`src/rtl/mbox_peer.sv`:
```
// Far-end mailbox endpoint: inbound FIFO to a local consumer, registered return stream, responder-side abort.
// Optional protocol-error interrupt is built when MBOX_PEER_ERR_EN is defined.
module mbox_peer #(
    parameter int DEPTH = 16
) (
    input  logic        aclk,
    input  logic        resetn,
    input  logic [31:0] mbox_w_dat,
    input  logic        mbox_w_valid,
    output logic        mbox_w_ready,
    input  logic        mbox_w_done,
    input  logic        mbox_w_abort,
    output logic [31:0] mbox_r_dat,
    output logic        mbox_r_valid,
    input  logic        mbox_r_ready,
    output logic        mbox_r_done,
    output logic        mbox_r_abort,
    output logic [31:0] rx_dat,
    output logic        rx_valid,
    input  logic        rx_ready,
    input  logic        rx_pkt_ack,
    input  logic [31:0] tx_dat,
    input  logic        tx_valid,
    output logic        tx_ready,
    input  logic        tx_done,
    input  logic        abort_req,
    output logic        irq_available,
    output logic        irq_abort_init,
    output logic        irq_abort_done,
    output logic        irq_error
);
    localparam int AW = $clog2(DEPTH);
    localparam logic [AW:0] ONE = (AW+1)'(1);

    typedef enum logic [0:0] {RUN, ABORT_WAIT} state_t;

    state_t      state, state_nxt;
    logic        up;
    logic [31:0] mem [DEPTH];
    logic [AW:0] wr_ptr, rd_ptr, pkt_cnt;
    logic        r_valid_q, done_pend;
    logic [31:0] r_dat_q;
    logic        r_abort_q, abort_init_q, abort_done_q;
    logic        flush, init_evt, done_evt;
    logic        in_run, full, empty, push, pop, tx_hs, pkt_inc, pkt_dec;

    // NOTE: always_comb assigns every output a default first, so no path leaves a latch behind.
    always_comb begin
        state_nxt = state;
        flush     = 1'b0;
        init_evt  = 1'b0;
        done_evt  = 1'b0;
        case (state)
            RUN: begin
                if (mbox_w_abort || abort_req) begin
                    flush = 1'b1;
                    // Simultaneous requests acknowledge each other; no wait state needed.
                    if (mbox_w_abort && abort_req) done_evt = 1'b1;
                    else if (mbox_w_abort)         init_evt = 1'b1;
                    else                           state_nxt = ABORT_WAIT;
                end
            end
            ABORT_WAIT: begin
                if (mbox_w_abort) begin
                    state_nxt = RUN;
                    done_evt  = 1'b1;
                end
            end
            default: state_nxt = RUN;
        endcase
    end

    // NOTE: sequential state is updated with non-blocking assignments only.
    always_ff @(posedge aclk or negedge resetn) begin
        if (!resetn) begin
            state        <= RUN;
            up           <= 1'b0;
            r_abort_q    <= 1'b0;
            abort_init_q <= 1'b0;
            abort_done_q <= 1'b0;
        end else begin
            state        <= state_nxt;
            up           <= 1'b1;
            r_abort_q    <= flush;
            abort_init_q <= init_evt;
            abort_done_q <= done_evt;
        end
    end

    assign in_run  = (state == RUN);
    assign empty   = (wr_ptr == rd_ptr);
    assign full    = (wr_ptr[AW] != rd_ptr[AW]) && (wr_ptr[AW-1:0] == rd_ptr[AW-1:0]);
    assign push    = mbox_w_valid && mbox_w_ready;
    assign pop     = rx_valid && rx_ready;
    assign tx_hs   = tx_valid && tx_ready;
    assign pkt_inc = mbox_w_done && in_run;
    assign pkt_dec = rx_pkt_ack;

    assign mbox_w_ready   = up && !full && in_run;
    assign rx_valid       = !empty;
    assign rx_dat         = rx_valid ? mem[rd_ptr[AW-1:0]] : 32'h0;
    assign tx_ready       = up && in_run && !done_pend && (!r_valid_q || mbox_r_ready);
    assign mbox_r_valid   = r_valid_q;
    assign mbox_r_dat     = r_dat_q;
    assign mbox_r_done    = done_pend && !r_valid_q;
    assign mbox_r_abort   = r_abort_q;
    assign irq_available  = (pkt_cnt != '0);
    assign irq_abort_init = abort_init_q;
    assign irq_abort_done = abort_done_q;

    // NOTE: FIFO storage has no reset; validity is tracked by the pointers alone.
    always_ff @(posedge aclk) begin
        if (push) mem[wr_ptr[AW-1:0]] <= mbox_w_dat;
    end

    always_ff @(posedge aclk or negedge resetn) begin
        if (!resetn) begin
            wr_ptr  <= '0;
            rd_ptr  <= '0;
            pkt_cnt <= '0;
        end else if (flush) begin
            wr_ptr  <= '0;
            rd_ptr  <= '0;
            pkt_cnt <= '0;
        end else begin
            if (push) wr_ptr <= wr_ptr + ONE;
            if (pop)  rd_ptr <= rd_ptr + ONE;
            if (pkt_inc && !pkt_dec && pkt_cnt != '1)      pkt_cnt <= pkt_cnt + ONE;
            else if (pkt_dec && !pkt_inc && pkt_cnt != '0) pkt_cnt <= pkt_cnt - ONE;
        end
    end

    always_ff @(posedge aclk or negedge resetn) begin
        if (!resetn) begin
            r_valid_q <= 1'b0;
            r_dat_q   <= 32'h0;
            done_pend <= 1'b0;
        end else if (flush) begin
            r_valid_q <= 1'b0;
            r_dat_q   <= 32'h0;
            done_pend <= 1'b0;
        end else begin
            if (tx_hs) begin
                r_valid_q <= 1'b1;
                r_dat_q   <= tx_dat;
            end else if (mbox_r_ready) begin
                r_valid_q <= 1'b0;
            end
            if (in_run && tx_done) done_pend <= 1'b1;
            else if (mbox_r_done)  done_pend <= 1'b0;
        end
    end

`ifdef MBOX_PEER_ERR_EN
    logic have_word, err_q, err_now;

    assign err_now = (in_run && mbox_w_done && !have_word && !push)
                   || (!in_run && (mbox_w_valid || mbox_w_done))
                   || (rx_pkt_ack && pkt_cnt == '0);

    // have_word: at least one word accepted since the last done, abort or reset.
    always_ff @(posedge aclk or negedge resetn) begin
        if (!resetn) begin
            have_word <= 1'b0;
            err_q     <= 1'b0;
        end else begin
            err_q <= err_now;
            if (flush || (in_run && mbox_w_done)) have_word <= 1'b0;
            else if (push)                        have_word <= 1'b1;
        end
    end

    assign irq_error = err_q;
`else
    assign irq_error = 1'b0;
`endif

endmodule

```
`config.mk`:
```
export PLATFORM = sky130hd
export DESIGN_NAME = mbox_peer
export DESIGN_NICKNAME = d
export VERILOG_FILES = /design/src/rtl/mbox_peer.sv
export SDC_FILE = /design/constraint.sdc
export NUM_CORES = 1
export LEC_CHECK = 0
export CAP_MARGIN = 20
export CELL_PAD_IN_SITES_DETAIL_PLACEMENT = 0
export CELL_PAD_IN_SITES_GLOBAL_PLACEMENT = 1
export CORE_ASPECT_RATIO = 1.2
export CORE_UTILIZATION = 35
export CTS_BUF_LIST = sky130_fd_sc_hd__clkbuf_4
export CTS_CLUSTER_SIZE = 10
export DETAILED_ROUTE_END_ITERATION = 12
export PLACE_DENSITY_LB_ADDON = 0.25
export SKIP_CTS_REPAIR_TIMING = 1
export SYNTH_ARGS = -nofsm -noshare
export SYNTH_HDL_FRONTEND = slang
export SYNTH_SLANG_ARGS = --single-unit
```
`constraint.sdc`:
```
create_clock -name aclk -period 8.3 [get_ports aclk]
set_input_delay 2.49 -clock aclk [delete_from_list [all_inputs] [get_ports aclk]]
set_output_delay 2.49 -clock aclk [all_outputs]
set_load 0.03 [all_outputs]
```
==> impl_results.md <==
- Clk pin slew, worst setup/hold paths: 0.06 ns
- Via count: 11510
- Primary FF master, synth: edfxtp_1
- Result of the run: complete, no violations
- Crit share post-route: between 80% and 90%
- Vert. Die Dim: 278.4 um
- Register-to-register setup slack: 4.89 ns
- Grt total ovfl: 0
- Port bufs: between 100 and 150
- Worst reg2reg path endpoint: mem[14][18]
- Initial antenna violation count: 5
- Min-delay worst type: reg -> reg
- Drt wl/cell: ~22 um
- DRT Wirelength: just over 50 mm
- Worst Hold Path Cells: 2
- Maximum VDD drop: ~0.00011 V
- Clock latency on the worst-skew pair: 0.95 ns
- Max Freq: about 150 MHz
- Worst-margin pin slew: roughly 0.9 ns
- Syn-to-layout area delta: 19.43%
- Syn Nets: between 1000 and 1500
- Vias in the first global route: ~12000
- Register area share after synthesis: between 70% and 80%
- Final-report setup violation count: 0
- Count of final max-slew check failures: 0
- Core ar.: ~62000 um2
- DRT iter0 DRCs: 636
- Yosys warnings: 0
- Nets: 1452
- Number of synthesized register bits: between 500 and 600
- CTS H-tree depth: 4
- # IOs: 149
- Worst Setup Start Kind: flip-flop
- WS Path Type: reg -> out
- CP Data Required Time: between 5 and 6 ns
- CP Max Fanout: 32
- Layout cell share with drive strength beyond 1: between 20% and 30%
- Gate Count Post-Synth: 1114
- Min-Delay Endpoint: mbox_r_dat[13]
- Post-route ant nets: 0
- Pre-antenna DRT Iters: 5
- Total die area: about 65000 um2
- Post-Place Setup Slack: 1.803 ns
- EDFF count, synth: just over 500
- Synth area leaders: edfxtp_1 69%, mux4_2 13%, dfrtp_1 6.1%, a211oi_1 2.2%, mux2i_1 1.6%
- LEAKAGE: approximately 8.5 nW
- Crit path DAT: between 4 and 5 ns
- Min cycle time layout: between 6 and 7 ns
- RSZ-0062 raised after global routing: false
- Post-synth cell types: 43
- Final TNS setup: 0 ns
- Global-route wire length before repair: roughly 76 mm
- Share of flip-flops with an asynchronous set or reset: 9.541%
- Pin count of the biggest net entering global routing: between 60 and 70
- Crit path capture type: output pin
- Tot Pwr: around 6.4 mW
- Hold Vio Cnt, Final: 0
- Post-DR vias/cell: between 5 and 6
- DR DRC count: 0
- Worst reg2reg path depth: 6
- Num CTS Buffers: about 140
- Final RePlAce weighted congestion: 0.7114
- Pwr Density: between 200 and 250 nW/um2
- Initial Util: between 30% and 40%
- Root buf cell: clkbuf_4
- Final HPWL from detailed placement: ~26 mm
- CTS tree: built
- Post-synthesis area per instance: around 20 um2
- Worst R2R Start: rd_ptr[0]
- Max Cap Viol: 0
- Critical hold path startpoint: mbox_r_dat[13]
- Cell Rows: 100
- Post-synth top area share: between 60% and 70%
- Leading area contributor after synthesis: edfxtp_1
- Clk sink count: 566
- Worst relative slew slack: 38.80%
- Fin worst setup slack: ~1.6 ns
- Synthesized area: ~22000 um2
- Chip Width: 232.3 um
- Total Routing Usage GR: 16.18%
- Clock Path Buffers: 3
- Worst Clk Skew: around 0.060 ns
critical path, stage by stage, from the launching register on:
cell             delay [ns]
dfrtp_4                0.80
buf_4                  0.65
mux4_2                 0.57
nor2b_1                0.14
a211oi_1               0.34
a211oi_1               0.11
clkdlybuf4s50_1        0.64
worst max path at each step:
stage / start / endpoint / depth (start not counted)
2_1_floorplan: mbox_r_ready / tx_ready / 2
3_3_place_gp: mbox_r_ready / tx_ready / 4
3_5_place_dp: mbox_r_ready / tx_ready / 4
4_1_cts: rd_ptr[0] / rx_dat[3] / 6
5_1_grt: rd_ptr[0] / rx_dat[3] / 6
6_report: rd_ptr[0] / rx_dat[3] / 6
cell usage in the layout (no fill, tap or decap), drive strengths merged, types with 4 or more instances in the layout:
cell,n
mux4,128
bufinv,6
dfrtp,54
clkinv,26
o21ai,6
buf,29
nand2,75
mux2i,35
inv,13
a21oi,40
xnor2,11
xor2,4
nand3,5
clkbuf,212
and3,7
clkdlybuf4s50,146
a211oi,67
nor2b,39
edfxtp,512
nor3,5
nor2,18
ha,9
sequential cells by signal, summed over array words and instances (netlist names):
register and flops:
mbox_r_dat 32, irq_abort_done 1, wr_ptr 5, up 1, mbox_r_valid 1, rd_ptr 5
pkt_cnt 5, irq_abort_init 1, done_pend 1, mbox_r_abort 1, state 1, mem 512
stage by stage:
| stage | utilization (%) | hold slack, ns | cells | area, um2 |
|---|---|---|---|---|
| final | 42.61 | 0.5199 | 2289 | 26610 |
| after detailed placement | 39.56 | 0.5161 | 2038 | 24700 |
| after floorplan | - | 0.5092 | 1114 | 22280 |
| after global routing | 42.61 | 0.5394 | 2289 | 26610 |
| after global placement | 39.47 | 0.5086 | 2036 | 24650 |
| after CTS | 42.60 | 0.5243 | 2286 | 26600 |
metal layers:
layer,global-route usage (%),wire length [um],up-vias,share of wire (%)
met5,0,34,-,0.067
met4,4.993,702,6,1.4
met3,5.359,3143,64,6.2
met2,25.67,24430,346,48
met1,20.93,22270,5984,44
li1,-,-,5111,-
cells by family after synthesis:
| family | share of synthesized area (%) |
|---|---|
| multiplexers | 14.56 |
| XOR/XNOR | 0.5897 |
| adder cells (fa/ha/maj) | 0.5954 |
| AND/OR/NAND/NOR | 3.482 |
| flip-flops | 75.08 |
| other | 0.03371 |
| buffers and inverters | 2.056 |
| AO/OA/AOI/OAI | 3.595 |
Yosys cell counts, drive strengths merged, types with 11 or more instances:
| library cell | number |
|---|---|
| nor2b | 39 |
| a211oi | 67 |
| buf | 40 |
| mux4 | 128 |
| nor2 | 18 |
| edfxtp | 512 |
| mux2i | 35 |
| xnor2 | 11 |
| clkbuf | 27 |
| a21oi | 40 |
| dfrtp | 54 |
| nand2 | 75 |
power by group:
group	internal (mW)	switching (mW)	total, mW
combinational	0.378	0.431	0.809
sequential	3.14	0.0421	3.18
clock	1.35	1.09	2.44
total	4.87	1.56	6.43
cell type report:
cell class	count	area, um2
multi-input cells	472	5176
inverters	9	33.78
well taps	816	1021
flip-flops and latches	566	16740
clock inverters	36	305.3
fillers	5525	35830
clock buffers	212	1592
diodes	3	7.507
repair buffers	175	1729
Power figures use the tool's default switching activity.
==> RTL change 1 (same flow settings) <==
The option `MBOX_PEER_ERR_EN` is turned on by a define.
--- a/src/rtl/mbox_peer.sv
+++ b/src/rtl/mbox_peer.sv
@@ -1,5 +1,7 @@
 // Far-end mailbox endpoint: inbound FIFO to a local consumer, registered return stream, responder-side abort.
 // Optional protocol-error interrupt is built when MBOX_PEER_ERR_EN is defined.
+`define MBOX_PEER_ERR_EN
+
 module mbox_peer #(
     parameter int DEPTH = 16
 ) (
Function: changed (Yosys sat finds a counterexample within 4 cycles, from zero or initial values and one cycle with resetn low).
==> RTL change 1 against the original RTL <==
- worst setup slack worse by 0.22 ns
- sequential power hardly changed
- sequential cell count is 2 higher
- first-iteration DRC count is 7.5% higher
- wire length is 0.35% lower
- global-route usage is 0.22 points higher
- critical path type unchanged
- power hardly changed
- synthesized area is 1.8% lower
- critical endpoint is now rx_dat[11]
- design area is 0.74% lower
==> RTL change 1: results (changes against the original RTL) <==
metric,value,unit,change
power in combinational cells,0.000763,W,-5.7%
aggregate routed wire length,50400,um,-0.35%
Comb pwr share,0.119,,-0.007
sequential logic power,0.00319,W,about the same
biggest area consumer among synthesized cells,edfxtp_1,,
mux cell area share after synthesis,0.133,,-0.0125
stage delay of the slowest cell on the critical path,1.00,ns,+0.20 ns
Compound-Gate Fraction of Synth Area,0.0436,,+0.00769
Worst Setup SP,rd_ptr[1]$_DFFE_PN0P_,,
Finished Layout Cells,2272,,-0.74%
final critical-path share of the clock period,0.834,,+0.0271
worst IR drop on VDD,0.000110,V,+2.7%
area share of xor/xnor cells in the synthesized design,0.00721,,+0.00131
wire length of the first global-routing pass,75100,um,-1.2%
Initial DRC Count,684,,+7.5%
Int Pwr,0.00488,W,+0.27%
cell count after placement,2012,,-1.3%
number of distinct standard cells referenced by the synthesized netlist,40,,-7.0%
pin count of the biggest net entering global routing,57,,-11%
Min-Delay Startpoint,mbox_r_dat[15]$_DFFE_PN0P_,,
critical register-to-register path endpoint,mem[8][3]$_DFFE_PP_,,
HPWL Detailed,25000,um,-4.4%
worst setup slack for register-to-register paths,4.98,ns,+0.09 ns
via count of the first global-routing pass,12353,,+0.49%
"Net Count, Synth",1171,,-2.3%
Mapped Cells,1086,,-2.5%
crit-path max FO,33,,+3.1%
vias per std cell,5.06,,+0.59%
maximum clock skew at final layout,0.0248,ns,-0.0351 ns
slowest library cell on the worst path,and2_2,,
worst slack on hold paths,0.520,ns,-0.0000710 ns
Final GP Congestion,0.705,,-0.84%
clock buffer count from CTS,149,,+4.2%
Critical Path AT,4.43,ns,+0.22 ns
async set-or-reset flop fraction in the synthesized netlist,0.0986,,+0.00319
number of antenna violations at the first check in global routing,6,,+1
Top delay family on crit path,simple AND/OR/NAND/NOR gates,,
Min-Delay Endpoint,mbox_r_dat[15]$_DFFE_PN0P_,,
outcome,"complete, no violations",,
"post-synthesis share of cell area spent on full adders, half adders and majority gates",0.00606,,+0.000108
Placement Cell Area,0.0244,mm^2,-1.1%
number of nets at the end of the flow,1433,,-1.3%
number of fill cells in the layout,5523,,-0.036%
Worst R2R Path Depth,5,,-1
count of buffers from port buffering,148,,+0.68%
sequential cell area,0.0168,mm^2,+0.25%
layout cell share with drive strength beyond 1,0.290,,+0.00870
pre-CTS setup slack,1.85,ns,+0.0468 ns
capture point of the critical path,rx_dat[11],,
top post-synthesis cells by area,"edfxtp_1, mux4_2, dfrtp_1, a22oi_1, a21oi_1",,
static leakage,8.60,nW,+1.1%
global router's overall resource usage,0.164,,+0.00224
most numerous cell types in the synthesized netlist,"edfxtp_1, mux4_2, nand2_1, a21oi_1, a22oi_1",,
Worst slew margin,0.269,,-0.119
sequential area share after synthesis,0.767,,+0.0159
## RTL change 1: cell count changes after synthesis, moves of 8 or more
| cell | unedited run | this run |
|---|---|---|
| buf_2 | 18 | 26 |
| clkbuf_1 | 26 | 34 |
| nor2b_1 | 39 | 9 |
| mux2i_1 | 35 | 3 |
| a211oi_1 | 66 | 4 |
| a21oi_1 | 40 | 72 |
| a22oi_1 | 1 | 65 |
| buf_4 | 13 | 3 |
## RTL change 1: metal layers
metal | track usage | share of wire | vias to the layer above
li1 | - | - | 5044
met1 | 0.205 | 0.42 | 5988
met2 | 0.261 | 0.49 | 364
met3 | 0.0613 | 0.073 | 89
met4 | 0.0608 | 0.018 | 8
met5 | 0 | 0.0011 | -
## RTL change 1: area by class of cell
class	instances	share of cell area
timing repair buffer	178	0.0667
inverter	6	0.000853
multi-input combinational	445	0.184
tap	816	0.0387
clock buffer	217	0.0617
clock inverter	36	0.0119
antenna	6	0.000569
sequential	568	0.636
==> RTL change 2 (same flow settings) <==
Made on the original files. Put a register stage on the output `irq_available`, cleared by the reset. The value now appears one clock later. The other outputs are not delayed to match.
--- a/src/rtl/mbox_peer.sv
+++ b/src/rtl/mbox_peer.sv
@@ -104,7 +104,13 @@
     assign mbox_r_dat     = r_dat_q;
     assign mbox_r_done    = done_pend && !r_valid_q;
     assign mbox_r_abort   = r_abort_q;
-    assign irq_available  = (pkt_cnt != '0);
+    always_ff @(posedge aclk or negedge resetn) begin
+        if (!resetn) begin
+            irq_available <= '0;
+        end else begin
+            irq_available <= (pkt_cnt != '0);
+        end
+    end
     assign irq_abort_init = abort_init_q;
     assign irq_abort_done = abort_done_q;
 
Function: changed (Yosys sat finds a counterexample within 4 cycles, from zero or initial values and one cycle with resetn low).
==> RTL change 2 against the original RTL <==
- clock skew is 0.018 ns lower
- wire length is 2.7% lower
- worst setup slack worse by 0.26 ns
- register-to-register slack better by 0.07 ns
- synthesized area is 0.11% higher
- design area is 0.45% lower
- sequential cell count is 1 higher
- clock power is 6% lower
- fmax is 3.7% lower
- power is 2.1% lower
==> RTL change 2: results (changes against the original RTL) <==
metric,value,unit,change
"Net Count, Synth",1200,,+0.083%
via count of the first global-routing pass,12414,,+0.98%
worst IR drop on VDD,0.000112,V,+4.2%
number of nets at the end of the flow,1454,,+0.14%
area share of xor/xnor cells in the synthesized design,0.00589,,-0.00000662
mux cell area share after synthesis,0.145,,-0.000163
Initial DRC Count,753,,+18%
maximum clock skew at final layout,0.0422,ns,-0.0177 ns
global router's overall resource usage,0.159,,-0.00311
crit-path max FO,54,,+69%
outcome,"complete, no violations",,
Placement Cell Area,0.0247,mm^2,about the same
stage delay of the slowest cell on the critical path,0.93,ns,+0.13 ns
vias per std cell,5.00,,-0.63%
HPWL Detailed,25600,um,-1.9%
total negative setup slack,0,ns,unchanged
number of fill cells in the layout,5745,,+4.0%
async set-or-reset flop fraction in the synthesized netlist,0.0970,,+0.00160
Hold Path Class,flop to flop,,
"post-synthesis share of cell area spent on full adders, half adders and majority gates",0.00595,,-0.00000668
pin count of the biggest net entering global routing,86,,+34%
Critical Path AT,4.46,ns,+0.25 ns
sequential area share after synthesis,0.751,,about the same
Routed WL per cell,21.5,um,-2.5%
layout cell share with drive strength beyond 1,0.283,,+0.00212
pre-CTS setup slack,1.82,ns,+0.0159 ns
Final GP Congestion,0.692,,-2.7%
number of antenna violations at the first check in global routing,5,,unchanged
Compound-Gate Fraction of Synth Area,0.0359,,-0.0000403
Slew @ Worst Pin,1.06,ns,+0.148 ns
wire length of the first global-routing pass,75300,um,-1.0%
-- RTL change 2: cell types whose count changed after synthesis, sizes merged --
cell and delta:
dfrtp +1
-- RTL change 2: path summary, 6_finish.rpt --
check | from | slack (ns) | to | depth (start not counted)
worst max-delay path | rd_ptr[1]$_DFFE_PN0P_ | 1.35 | rx_dat[2] | 5
worst min-delay path | mbox_r_dat[15]$_DFFE_PN0P_ | 0.52 | mbox_r_dat[15]$_DFFE_PN0P_ | 2
worst max register to register | rd_ptr[1]$_DFFE_PN0P_ | 4.96 | mem[10][31]$_DFFE_PP_ | 5
worst min register to register | mbox_r_dat[15]$_DFFE_PN0P_ | 0.52 | mbox_r_dat[15]$_DFFE_PN0P_ | 2
max in group asynchronous | resetn | 6.03 | rd_ptr[2]$_DFFE_PN0P_ | 2
min in group asynchronous | resetn | 1.70 | pkt_cnt[1]$_DFFE_PN0P_ | 2
-- RTL change 2: cells by family after synthesis --
family / after synthesis
flip-flops: 567
multiplexers: 164
AND/OR/NAND/NOR: 162
AO/OA/AOI/OAI: 119
buffers and inverters: 76
XOR/XNOR: 15
adder cells (fa/ha/maj): 10
other: 2
-- RTL change 2: through the flow --
step,utilization,std cells,total power (W)
detailed placement,0.391,2043,0.00408
finish,0.419,2286,0.00630
floorplan,-,1115,0.00381
CTS,0.419,2283,0.00642
global route,0.419,2286,0.00662
global placement,0.390,2041,0.00407
-- RTL change 2: worst register-to-register path: stages, from the launching register on --
cell and delay (ns):
dfrtp_4 0.93, xnor2_1 0.17, and4_4 0.24, a211oi_4 0.51, and3_2 0.65, buf_4 0.49
-- RTL change 2: cell type report --
| cell class | instances | area share |
|---|---|---|
| Clock buffer | 215 | 0.0609 |
| Sequential cell | 567 | 0.633 |
| Timing Repair Buffer | 171 | 0.0646 |
| Clock inverter | 25 | 0.00562 |
| Tap cell | 824 | 0.0389 |
| Multi-Input combinational cell | 472 | 0.195 |
| Inverter | 9 | 0.00128 |
| Antenna cell | 3 | 0.000283 |
-- RTL change 2: layer usage --
metal / track usage / vias up / routed length, um
met5: 0 / - / 44
li1: - / 5104 / -
met3: 0.0499 / 79 / 2540
met4: 0.0515 / 6 / 816
met1: 0.202 / 5937 / 21300
met2: 0.256 / 297 / 24500
-- RTL change 2: power by group --
part           total (W)  internal [W]  switching, W
logic           0.000806      0.000377      0.000429
registers        0.00320       0.00315     0.0000462
clock network    0.00230       0.00121       0.00109
